`src/rtl/ptp_bridge_pkg.sv`:
```
// Shared types and CSR layout helpers for the PTP bridge ingress arbiter.
// The CSR map is derived from the interface count.
package ptp_bridge_pkg;

    localparam int unsigned PRIO_W = 4;
    localparam int unsigned CNT_W  = 32;
    localparam int unsigned CSR_DW = 32;

    typedef logic [PRIO_W-1:0] prio_t;

    typedef enum logic [2:0] {
        CSR_NONE,
        CSR_PRIO,
        CSR_ENABLE,
        CSR_CTRL,
        CSR_STATUS,
        CSR_CNT
    } csr_sel_e;

    // Eight 4-bit priority nibbles per 32-bit PRIO word.
    function automatic int unsigned csr_prio_words(input int unsigned n);
        return (n + 7) / 8;
    endfunction

    function automatic int unsigned csr_enable_off(input int unsigned n);
        return csr_prio_words(n);
    endfunction

    function automatic int unsigned csr_ctrl_off(input int unsigned n);
        return csr_prio_words(n) + 1;
    endfunction

    function automatic int unsigned csr_status_off(input int unsigned n);
        return csr_prio_words(n) + 2;
    endfunction

    function automatic int unsigned csr_cnt_off(input int unsigned n);
        return csr_prio_words(n) + 3;
    endfunction

    function automatic int unsigned csr_window(input int unsigned n);
        return csr_prio_words(n) + 3 + n;
    endfunction

endpackage

```
`src/rtl/igr_arb_grant_cnt.sv`:
```
// One 32-bit saturating grant counter with synchronous clear.
// Clear takes priority over increment.
module igr_arb_grant_cnt
    import ptp_bridge_pkg::*;
(
    input  logic             clk,
    input  logic             rst,
    input  logic             inc,
    input  logic             clr,
    output logic [CNT_W-1:0] count
);

    logic [CNT_W-1:0] cnt_q;
    logic [CNT_W-1:0] cnt_nxt;

    always_comb begin
        cnt_nxt = cnt_q;
        if (clr) begin
            cnt_nxt = '0;
        end else if (inc && (cnt_q != '1)) begin
            cnt_nxt = cnt_q + 1'b1;
        end
    end

    always_ff @(posedge clk or posedge rst) begin
        if (rst) begin
            cnt_q <= '0;
        end else begin
            cnt_q <= cnt_nxt;
        end
    end

    assign count = cnt_q;

endmodule

```
`src/rtl/igr_arb_csr_regs.sv`:
```
// AVMM CSR block for the ingress arbiter: priorities, enable mask, grant counters.
// Define IGR_ARB_CSR_SHADOW_EN for shadowed config with atomic COMMIT on arb_idle.
module igr_arb_csr_regs
    import ptp_bridge_pkg::*;
#(
    parameter int unsigned          BASE_ADDR  = 'h0,
    parameter int                   ADDR_WIDTH = 8,
    parameter int                   DATA_WIDTH = 32,
    parameter int                   NUM_INTF   = 4,
    parameter prio_t                PRIO_RST   = 4'h0,
    parameter logic [NUM_INTF-1:0]  EN_RST     = '1
) (
    input  logic                           clk,
    input  logic                           rst,
    input  logic [ADDR_WIDTH-1:0]          avmm_address,
    input  logic                           avmm_read,
    input  logic                           avmm_write,
    input  logic [31:0]                    avmm_writedata,
    input  logic [3:0]                     avmm_byteenable,
    output logic [31:0]                    avmm_readdata,
    output logic                           avmm_readdata_valid,
    input  logic                           arb_grant_valid,
    input  logic [NUM_INTF-1:0]            arb_grant,
    input  logic                           arb_idle,
    output logic [NUM_INTF-1:0][PRIO_W-1:0] cfg_priority,
    output logic [NUM_INTF-1:0]            cfg_enable
);

    if (DATA_WIDTH != 32) begin : g_bad_dw
        $error("igr_arb_csr_regs: DATA_WIDTH must be 32");
    end
    if (NUM_INTF < 1 || NUM_INTF > 32) begin : g_bad_num
        $error("igr_arb_csr_regs: NUM_INTF must be 1..32");
    end

    localparam logic [ADDR_WIDTH-1:0] BASE_A     = ADDR_WIDTH'(BASE_ADDR);
    localparam logic [ADDR_WIDTH-1:0] OFF_EN     = ADDR_WIDTH'(csr_enable_off(NUM_INTF));
    localparam logic [ADDR_WIDTH-1:0] OFF_CTRL   = ADDR_WIDTH'(csr_ctrl_off(NUM_INTF));
    localparam logic [ADDR_WIDTH-1:0] OFF_STATUS = ADDR_WIDTH'(csr_status_off(NUM_INTF));
    localparam logic [ADDR_WIDTH-1:0] OFF_CNT    = ADDR_WIDTH'(csr_cnt_off(NUM_INTF));
    localparam logic [ADDR_WIDTH-1:0] WIN        = ADDR_WIDTH'(csr_window(NUM_INTF));

    csr_sel_e                        sel;
    logic [ADDR_WIDTH-1:0]           off;
    logic [ADDR_WIDTH-1:0]           idx;
    logic                            wr_prio, wr_en, cnt_clr, commit_req;
    logic                            commit_pending;
    logic [NUM_INTF-1:0][PRIO_W-1:0] prio_prog, prio_nxt;
    logic [NUM_INTF-1:0]             en_prog, en_nxt;
    logic [CNT_W-1:0]                cnt_val [NUM_INTF];
    logic [CSR_DW-1:0]               prio_or [NUM_INTF+1];
    logic [CSR_DW-1:0]               cnt_or  [NUM_INTF+1];
    logic [CSR_DW-1:0]               rd_mux;
    logic                            unused_ok;

    always_comb begin
        off = avmm_address - BASE_A;
        sel = CSR_NONE;
        idx = '0;
        if ((avmm_address >= BASE_A) && (off < WIN)) begin
            if (off < OFF_EN) begin
                sel = CSR_PRIO;
                idx = off;
            end else if (off == OFF_EN) begin
                sel = CSR_ENABLE;
            end else if (off == OFF_CTRL) begin
                sel = CSR_CTRL;
            end else if (off == OFF_STATUS) begin
                sel = CSR_STATUS;
            end else begin
                sel = CSR_CNT;
                idx = off - OFF_CNT;
            end
        end
    end

    assign wr_prio    = avmm_write && (sel == CSR_PRIO);
    assign wr_en      = avmm_write && (sel == CSR_ENABLE);
    assign cnt_clr    = avmm_write && (sel == CSR_CTRL) && avmm_byteenable[0] && avmm_writedata[1];
    assign commit_req = avmm_write && (sel == CSR_CTRL) && avmm_byteenable[0] && avmm_writedata[0];

    assign prio_or[0] = '0;
    assign cnt_or[0]  = '0;

    // Per interface: byte-lane write merge, counter, and its share of the read mux.
    for (genvar g = 0; g < NUM_INTF; g++) begin : gen_cnt
        assign prio_nxt[g] = (wr_prio && (idx == ADDR_WIDTH'(g / 8)) && avmm_byteenable[(g % 8) / 2])
                             ? avmm_writedata[(g % 8) * 4 +: 4] : prio_prog[g];
        assign en_nxt[g]   = (wr_en && avmm_byteenable[g / 8]) ? avmm_writedata[g] : en_prog[g];

        igr_arb_grant_cnt u_cnt (
            .clk   (clk),
            .rst   (rst),
            .inc   (arb_grant_valid && arb_grant[g]),
            .clr   (cnt_clr),
            .count (cnt_val[g])
        );

        assign prio_or[g+1] = prio_or[g] | ((idx == ADDR_WIDTH'(g / 8))
                              ? (CSR_DW'(prio_prog[g]) << ((g % 8) * 4)) : '0);
        assign cnt_or[g+1]  = cnt_or[g] | ((idx == ADDR_WIDTH'(g)) ? cnt_val[g] : '0);
    end

    always_comb begin
        rd_mux = '0;
        unique case (sel)
            CSR_PRIO:   rd_mux = prio_or[NUM_INTF];
            CSR_ENABLE: rd_mux = CSR_DW'(en_prog);
            CSR_STATUS: rd_mux = CSR_DW'(commit_pending);
            CSR_CNT:    rd_mux = cnt_or[NUM_INTF];
            default:    rd_mux = '0;
        endcase
    end

    always_ff @(posedge clk or posedge rst) begin
        if (rst) begin
            avmm_readdata       <= '0;
            avmm_readdata_valid <= 1'b0;
        end else begin
            avmm_readdata_valid <= avmm_read;
            avmm_readdata       <= avmm_read ? rd_mux : '0;
        end
    end

`ifdef IGR_ARB_CSR_SHADOW_EN
    logic [NUM_INTF-1:0][PRIO_W-1:0] live_prio;
    logic [NUM_INTF-1:0]             live_en;
    logic                            pending;

    // Commit copies the registered shadow, so shadow writes up to the copy edge are included.
    always_ff @(posedge clk or posedge rst) begin
        if (rst) begin
            prio_prog <= {NUM_INTF{PRIO_RST}};
            en_prog   <= EN_RST;
            live_prio <= {NUM_INTF{PRIO_RST}};
            live_en   <= EN_RST;
            pending   <= 1'b0;
        end else begin
            prio_prog <= prio_nxt;
            en_prog   <= en_nxt;
            if (pending && arb_idle) begin
                live_prio <= prio_prog;
                live_en   <= en_prog;
                pending   <= 1'b0;
            end else if (commit_req) begin
                pending   <= 1'b1;
            end
        end
    end

    assign cfg_priority   = live_prio;
    assign cfg_enable     = live_en;
    assign commit_pending = pending;
`else
    always_ff @(posedge clk or posedge rst) begin
        if (rst) begin
            prio_prog <= {NUM_INTF{PRIO_RST}};
            en_prog   <= EN_RST;
        end else begin
            prio_prog <= prio_nxt;
            en_prog   <= en_nxt;
        end
    end

    assign cfg_priority   = prio_prog;
    assign cfg_enable     = en_prog;
    assign commit_pending = 1'b0;
`endif

    assign unused_ok = ^{avmm_writedata, arb_idle, commit_req};

endmodule

```
`config.mk`:
```
export PLATFORM = sky130hd
export DESIGN_NAME = igr_arb_csr_regs
export DESIGN_NICKNAME = d
export VERILOG_FILES = /design/src/rtl/ptp_bridge_pkg.sv /design/src/rtl/igr_arb_grant_cnt.sv /design/src/rtl/igr_arb_csr_regs.sv
export SDC_FILE = /design/constraint.sdc
export NUM_CORES = 1
export LEC_CHECK = 0
export ABC_AREA = 1
export BUFFER_PORTS_ARGS = -buffer_cell sky130_fd_sc_hd__buf_2
export CELL_PAD_IN_SITES_DETAIL_PLACEMENT = 0
export CELL_PAD_IN_SITES_GLOBAL_PLACEMENT = 1
export CORE_ASPECT_RATIO = 0.5
export CORE_UTILIZATION = 44
export CTS_CLUSTER_SIZE = 12
export DETAILED_ROUTE_END_ITERATION = 12
export PLACE_DENSITY = 0.88
export SLEW_MARGIN = 20
export SYNTH_ARGS = -nofsm -noshare
export SYNTH_HDL_FRONTEND = slang
export SYNTH_SLANG_ARGS = --single-unit
```
`constraint.sdc`:
```
create_clock -name clk -period 7.15 [get_ports clk]
set_clock_uncertainty 0.2 [all_clocks]
set_input_delay 1.0725 -clock clk [delete_from_list [all_inputs] [get_ports clk]]
set_output_delay 1.0725 -clock clk [all_outputs]
set_load 0.03 [all_outputs]
```
# ---- Yosys cells after proc, flatten, opt, wreduce, memory -nomap -nowiden
# Cells that the tools add are included.
dict set report word_totals {
  regBits 181
  inputBits 54
  out_inout_bits 53
}
dict set report classes {
  add_sub_neg 5
  magnitude_cmp 3
  n_eq_ne 14
  muxes 28
  bitwise_logic 6
  n_reduce_logical 23
}
# operator count
set op_table {}
lappend op_table {{$mux W32} 13}
lappend op_table {{$add A32 B1 Y32 const B} 4}
lappend op_table {{$ne A32 B32 Y1 const B} 4}
lappend op_table {{$or A32 B32 Y32} 3}
lappend op_table {{$pmux W32 S3} 1}
lappend op_table {{$mux W8} 6}
lappend op_table {{$eq A8 B2 Y1 const B} 4}
lappend op_table {{$logic_and A1 B1 Y1} 18}
lappend op_table {{$eq A8 B1 Y1 const B} 2}
lappend op_table {{$mux W16} 1}
lappend op_table {{$or A12 B16 Y16} 1}
lappend op_table {{$mux W12} 1}
lappend op_table {{$mux W3} 4}
lappend op_table {{$or A8 B12 Y12} 1}
lappend op_table {{$ge A8 B1 Y1 const B} 1}
lappend op_table {{$logic_not A8 Y1} 1}
lappend op_table {{$lt A8 B1 Y1 const B} 1}
lappend op_table {{$lt A8 B4 Y1 const B} 1}
lappend op_table {{$or A4 B8 Y8} 1}
lappend op_table {{$reduce_bool A2 Y1} 4}
lappend op_table {{$sub A8 B3 Y8 const B} 1}
lappend op_table {{$eq A3 B2 Y1 const B} 2}
lappend op_table {{$mux W4} 1}
lappend op_table {{$eq A3 B1 Y1 const B} 1}
lappend op_table {{2 further kinds} 2}

# ---- Longest topological paths before layout
dict set report logic_depth {
  word_depth 13
  ltp_mapped 16
  depth_no_buf 15
}

# ---- Hierarchy
# From an unflattened synthesis, not the netlist that was laid out.
dict set report hier_totals {
  hier_cells 1960
  hier_area_um2 12667.1
}
# module n_inst cells_per_inst area_each_um2
set modules_own_cells {}
lappend modules_own_cells {igr_arb_grant_cnt 4 360 2274.7}
lappend modules_own_cells {igr_arb_csr_regs 1 520 3568.4}

# ---- Worst setup path after synthesis
# No wires, ideal clock.
dict set report synth_path {
  kind {input -> register}
  from {input port avmm_address[2]}
  to {register prio_prog, in the netlist cfg_priority[1]}
  setup_time_ns 0.128
  arrival_ns 2.675
  required_time_ns 6.822
  setup_slack_ns 4.147
  stages 14
  path_cell_list {inv_1 ha_1 nand3_1 a21oi_4 nor2_4 nand3_2 nand2_4 inv_4 nand2_4 nor2_4 nand2_2 buf_6 nand2_1 o21ai_2}
}
dict set report synth_between {
  elab_chain_len 10
  word_cells_on_any_way 23
  cone_classes {add/sub (1); order compare (3); eq/ne (4); mux (10); reduce/logical (5)}
}
# item line
set synth_rtl {}
lappend synth_rtl {{start, declared} igr_arb_csr_regs.sv:15} ;# input logic [ADDR_WIDTH-1:0] avmm_address,
lappend synth_rtl {{branches (longest 8 deep; another with $sub A8 B3 Y8)} n/a}
lappend synth_rtl {{$logic_and A1 B1 Y1 * (2 in series)} igr_arb_csr_regs.sv:87} ;# assign prio_nxt[g] = (wr_prio && (idx == ADDR_WIDTH'(g / 8)) && avmm_byteenable[(g % 8) / 2])
lappend synth_rtl {{end signal, assigned} igr_arb_csr_regs.sv:157} ;# prio_prog <= {NUM_INTF{PRIO_RST}};
lappend synth_rtl {{end signal, assigned} igr_arb_csr_regs.sv:160} ;# prio_prog <= prio_nxt;
lappend synth_rtl {{end, declared} igr_arb_csr_regs.sv:48} ;# logic [NUM_INTF-1:0][PRIO_W-1:0] prio_prog, prio_nxt;
# Every way passes the cells marked *.
# A chain may end at the register's enable or synchronous reset.

# ---- Worst setup path after layout
dict set report layout_path {
  from {input port avmm_address[3]}
  to {register prio_prog, in the netlist cfg_priority[0]}
}
# Same word-level chain as after synthesis.

==> flow_summary.json <==
{
  "synth_edf_count": 0,
  "place.gp.congestion": 0.924,
  "async_reset_ff_frac": 1.00,
  "synth_top_cell_by_area": "dfrtp_1",
  "grt_start_max_net_pins": 80,
  "ctsResizeCount": 0,
  "routed_wl_mm": 32.9,
  "rsz0062_at_grt": "no",
  "num_io_pins": 107,
  "die_area_sq_um": 25100,
  "diodes": 0,
  "peakVddDrop_mv": 0.204,
  "cts_tree": "built",
  "clk_latency_ns": 0.44,
  "hold_depth": 2,
  "hold_start": "cfg_enable[3]",
  "drive_above_1_share": 0.120,
  "antenna_left": 0,
  "final_area_sq_um": 11900,
  "status": "completed",
  "drt_first_pass_iters": 6,
  "grt_overflow": 0,
  "antenna_found_initial": 0,
  "finalHoldViolCount": 0,
  "holdBufCountCts": 0,
  "max-clock-path-buffers": 2,
  "yosysSeqAreaShare": 0.422,
  "finalCritPeriodShare": 0.556,
  "syn_to_final_growth_pct": 10.5,
  "fmax_mhz": 252,
  "postCtsSetupBuffers": 0,
  "yosys_warnings": 0,
  "netlist_instances": 1458,
  "nets": 1577,
  "grt_pass1_vias": 9458,
  "drv_slew": 0,
  "post_dp_cell_area_sq_um": 11300,
  "crit_type": "input port to flip-flop",
  "relSlewSlack": 0.250,
  "crit_fanout": 65,
  "synth-seq-cells": 181,
  "syn_area_sq_um": 10700,
  "vias": 10470,
  "initial_core_util": 0.448,
  "min_path_type": "flip-flop to flip-flop",
  "cts_buffers": 17,
  "row_count": 40,
  "arrival_ns": 4.10,
  "die_h_um": 113,
  "wl_per_cell_um": 17.8,
  "clk_pin_slew_worst_paths_ns": 0.06,
  "min_to": "cfg_enable[3]",
  "fin_crit_ns": 3.97,
  "dp_hpwl_mm": 24.2,
  "cp-start-kind": "input port",
  "finish.utilization": 0.496,
  "synth_cell_types": 45,
  "drc": 0,
  "core-area_sq_um": 24000,
  "drv_cap": 0,
  "drt-initial-drc-count": 1226,
  "cp-end-kind": "flip-flop",
  "synth_nets": 1518,
  "worst_slew_pin_slew_ns": 1.12,
  "p_leak_nw": 5.61,
  "h-tree-depth": 4,
  "root_buffer": "clkbuf_16",
  "grt_pass1_wl_mm": 51.8,
  "power_density_nw_per_um2": 211,
  "synthFlopType": "dfrtp_1",
  "clock-sinks": 181,
  "rr_endpoint": "gen_cnt[2].u_cnt.count[27]",
  "die_x_um": 223,
  "critPathRequiredTime_ns": 7.27,
  "yosys-top-cells-area": "dfrtp_1 (41%), nand2_1 (10%), nand4_1 (6.4%), inv_1 (5.9%), nor2_1 (5.3%)",
  "drt-vias-per-instance": 5.68,
  "fin_setup_tns_ns": 0,
  "grt.total_usage": 0.266,
  "reg2regPathDepth": 10,
  "place.port_buffers": 87,
  "ff2ff_setup_slack_ns": 4.20,
  "setup_violations": 0,
  "r2r-start": "gen_cnt[2].u_cnt.count[1]",
  "synth.avg_cell_area_sq_um": 7.37,
  "synth.top_cell.area_share": 0.412
}
==> kinds of logic after synthesis <==
family | after synthesis | synth area share
buffers and inverters | 233 | 0.0893
AND/OR/NAND/NOR | 769 | 0.340
adder cells (fa/ha/maj) | 6 | 0.00698
AO/OA/AOI/OAI | 256 | 0.131
XOR/XNOR | 13 | 0.0106
flip-flops | 181 | 0.422
==> routing by layer <==
layer	global-route usage	share of wire	vias up
met4	0.0621	0.014	0
met2	0.378	0.41	413
met3	0.0461	0.078	35
met5	0	0	-
li1	-	-	5046
met1	0.414	0.50	4976
==> power by group <==
part           internal, W  switching, W
clock             0.000466      0.000422
sequential         0.00112      0.000111
combinational     0.000127      0.000263
total              0.00171      0.000796
==> cell usage after synthesis, types with 2 or more instances <==
library cell / instances
nand2_1: 288
dfrtp_1: 177
inv_1: 168
nor2_1: 152
nand4_1: 110
a21oi_1: 93
nand3_1: 85
o21ai_0: 72
nor3_1: 70
o21ai_1: 40
buf_2: 26
o21a_1: 24
clkbuf_1: 16
xor2_1: 13
nor4_1: 12
o22ai_1: 11
inv_2: 9
nor2_4: 8
a31oi_1: 7
nand2_2: 7
nor2_2: 7
buf_4: 6
ha_1: 6
nand3_2: 6
and3_1: 4
dfstp_2: 4
nor3b_1: 4
o21ai_2: 4
or2_2: 4
buf_6: 3
inv_4: 3
nand2_4: 3
nand4_2: 2
nor4_4: 2
or3_1: 2
==> state kept, by name, summed over array words and instances (netlist names) <==
name                 count
avmm_readdata           32
cfg_enable               4
gen_cnt.u_cnt.count    128
avmm_readdata_valid      1
cfg_priority            16
==> layout by cell type (no fill, tap or decap), types with 3 or more instances in the layout <==
cell type / synthesis / final
nand2_1: 288 / 288
dfrtp_1: 177 / 177
inv_1: 168 / 167
nor2_1: 152 / 152
nand4_1: 110 / 110
a21oi_1: 93 / 93
buf_2: 26 / 87
nand3_1: 85 / 85
o21ai_0: 72 / 72
nor3_1: 70 / 70
o21ai_1: 40 / 40
o21a_1: 24 / 24
clkbuf_16: 0 / 17
xor2_1: 13 / 13
nor4_1: 12 / 12
o22ai_1: 11 / 11
inv_2: 9 / 9
nor2_4: 8 / 8
nor2_2: 7 / 7
a31oi_1: 7 / 7
nand3_2: 6 / 6
nand2_2: 7 / 6
ha_1: 6 / 6
buf_4: 6 / 5
nand2_4: 3 / 4
and3_1: 4 / 4
or2_2: 4 / 4
nor3b_1: 4 / 4
o21ai_2: 4 / 4
dfstp_2: 4 / 4
inv_4: 3 / 3
clkbuf_8: 0 / 3
clkinv_2: 0 / 3
clkinvlp_4: 0 / 3
==> layout make-up <==
class / count / area (sq um)
clock inverters: 8 / 55.1
clock buffers: 21 / 470
multi-input cells: 1044 / 5260
well taps: 315 / 394
fillers: 2354 / 12100
repair buffers: 92 / 473
flip-flops and latches: 181 / 4530
inverters: 181 / 692
==> worst max-delay path, stage by stage <==
cell	delay, ns
buf_2	0.14
inv_1	0.10
ha_1	0.27
nand3_1	0.16
a21oi_4	0.30
nor2_4	0.07
nand3_2	0.07
buf_4	0.52
nand2_4	0.13
inv_4	0.19
nand2_4	0.18
nor2_4	0.38
nand2_2	0.26
nand2_1	0.15
o21ai_2	0.06
==> metrics by stage <==
stage          total power [W]  instances  setup slack [ns]  hold WS (ns)
2_1_floorplan          0.00150       1458             0.969         0.254
3_3_place_gp           0.00161       1813              2.69         0.277
3_5_place_dp           0.00163       1813              2.57         0.284
4_1_cts                0.00250       1842              3.03         0.292
5_1_grt                0.00262       1842              2.96         0.323
6_report               0.00251       1842              3.18         0.305
==> worst max path at each step <==
stage | startpoint | endpoint | slack (ns) | cells past startpoint
after floorplan | rst | avmm_readdata[0] | 0.97 | 1
after global placement | avmm_address[3] | cfg_priority[1] | 2.69 | 16
after detailed placement | avmm_address[3] | cfg_priority[0] | 2.57 | 16
after CTS | avmm_address[3] | cfg_priority[0] | 3.03 | 16
after global routing | avmm_address[3] | cfg_priority[0] | 2.96 | 15
final | avmm_address[3] | cfg_priority[0] | 3.18 | 15
Note: power is estimated with default switching activity, not from simulation.
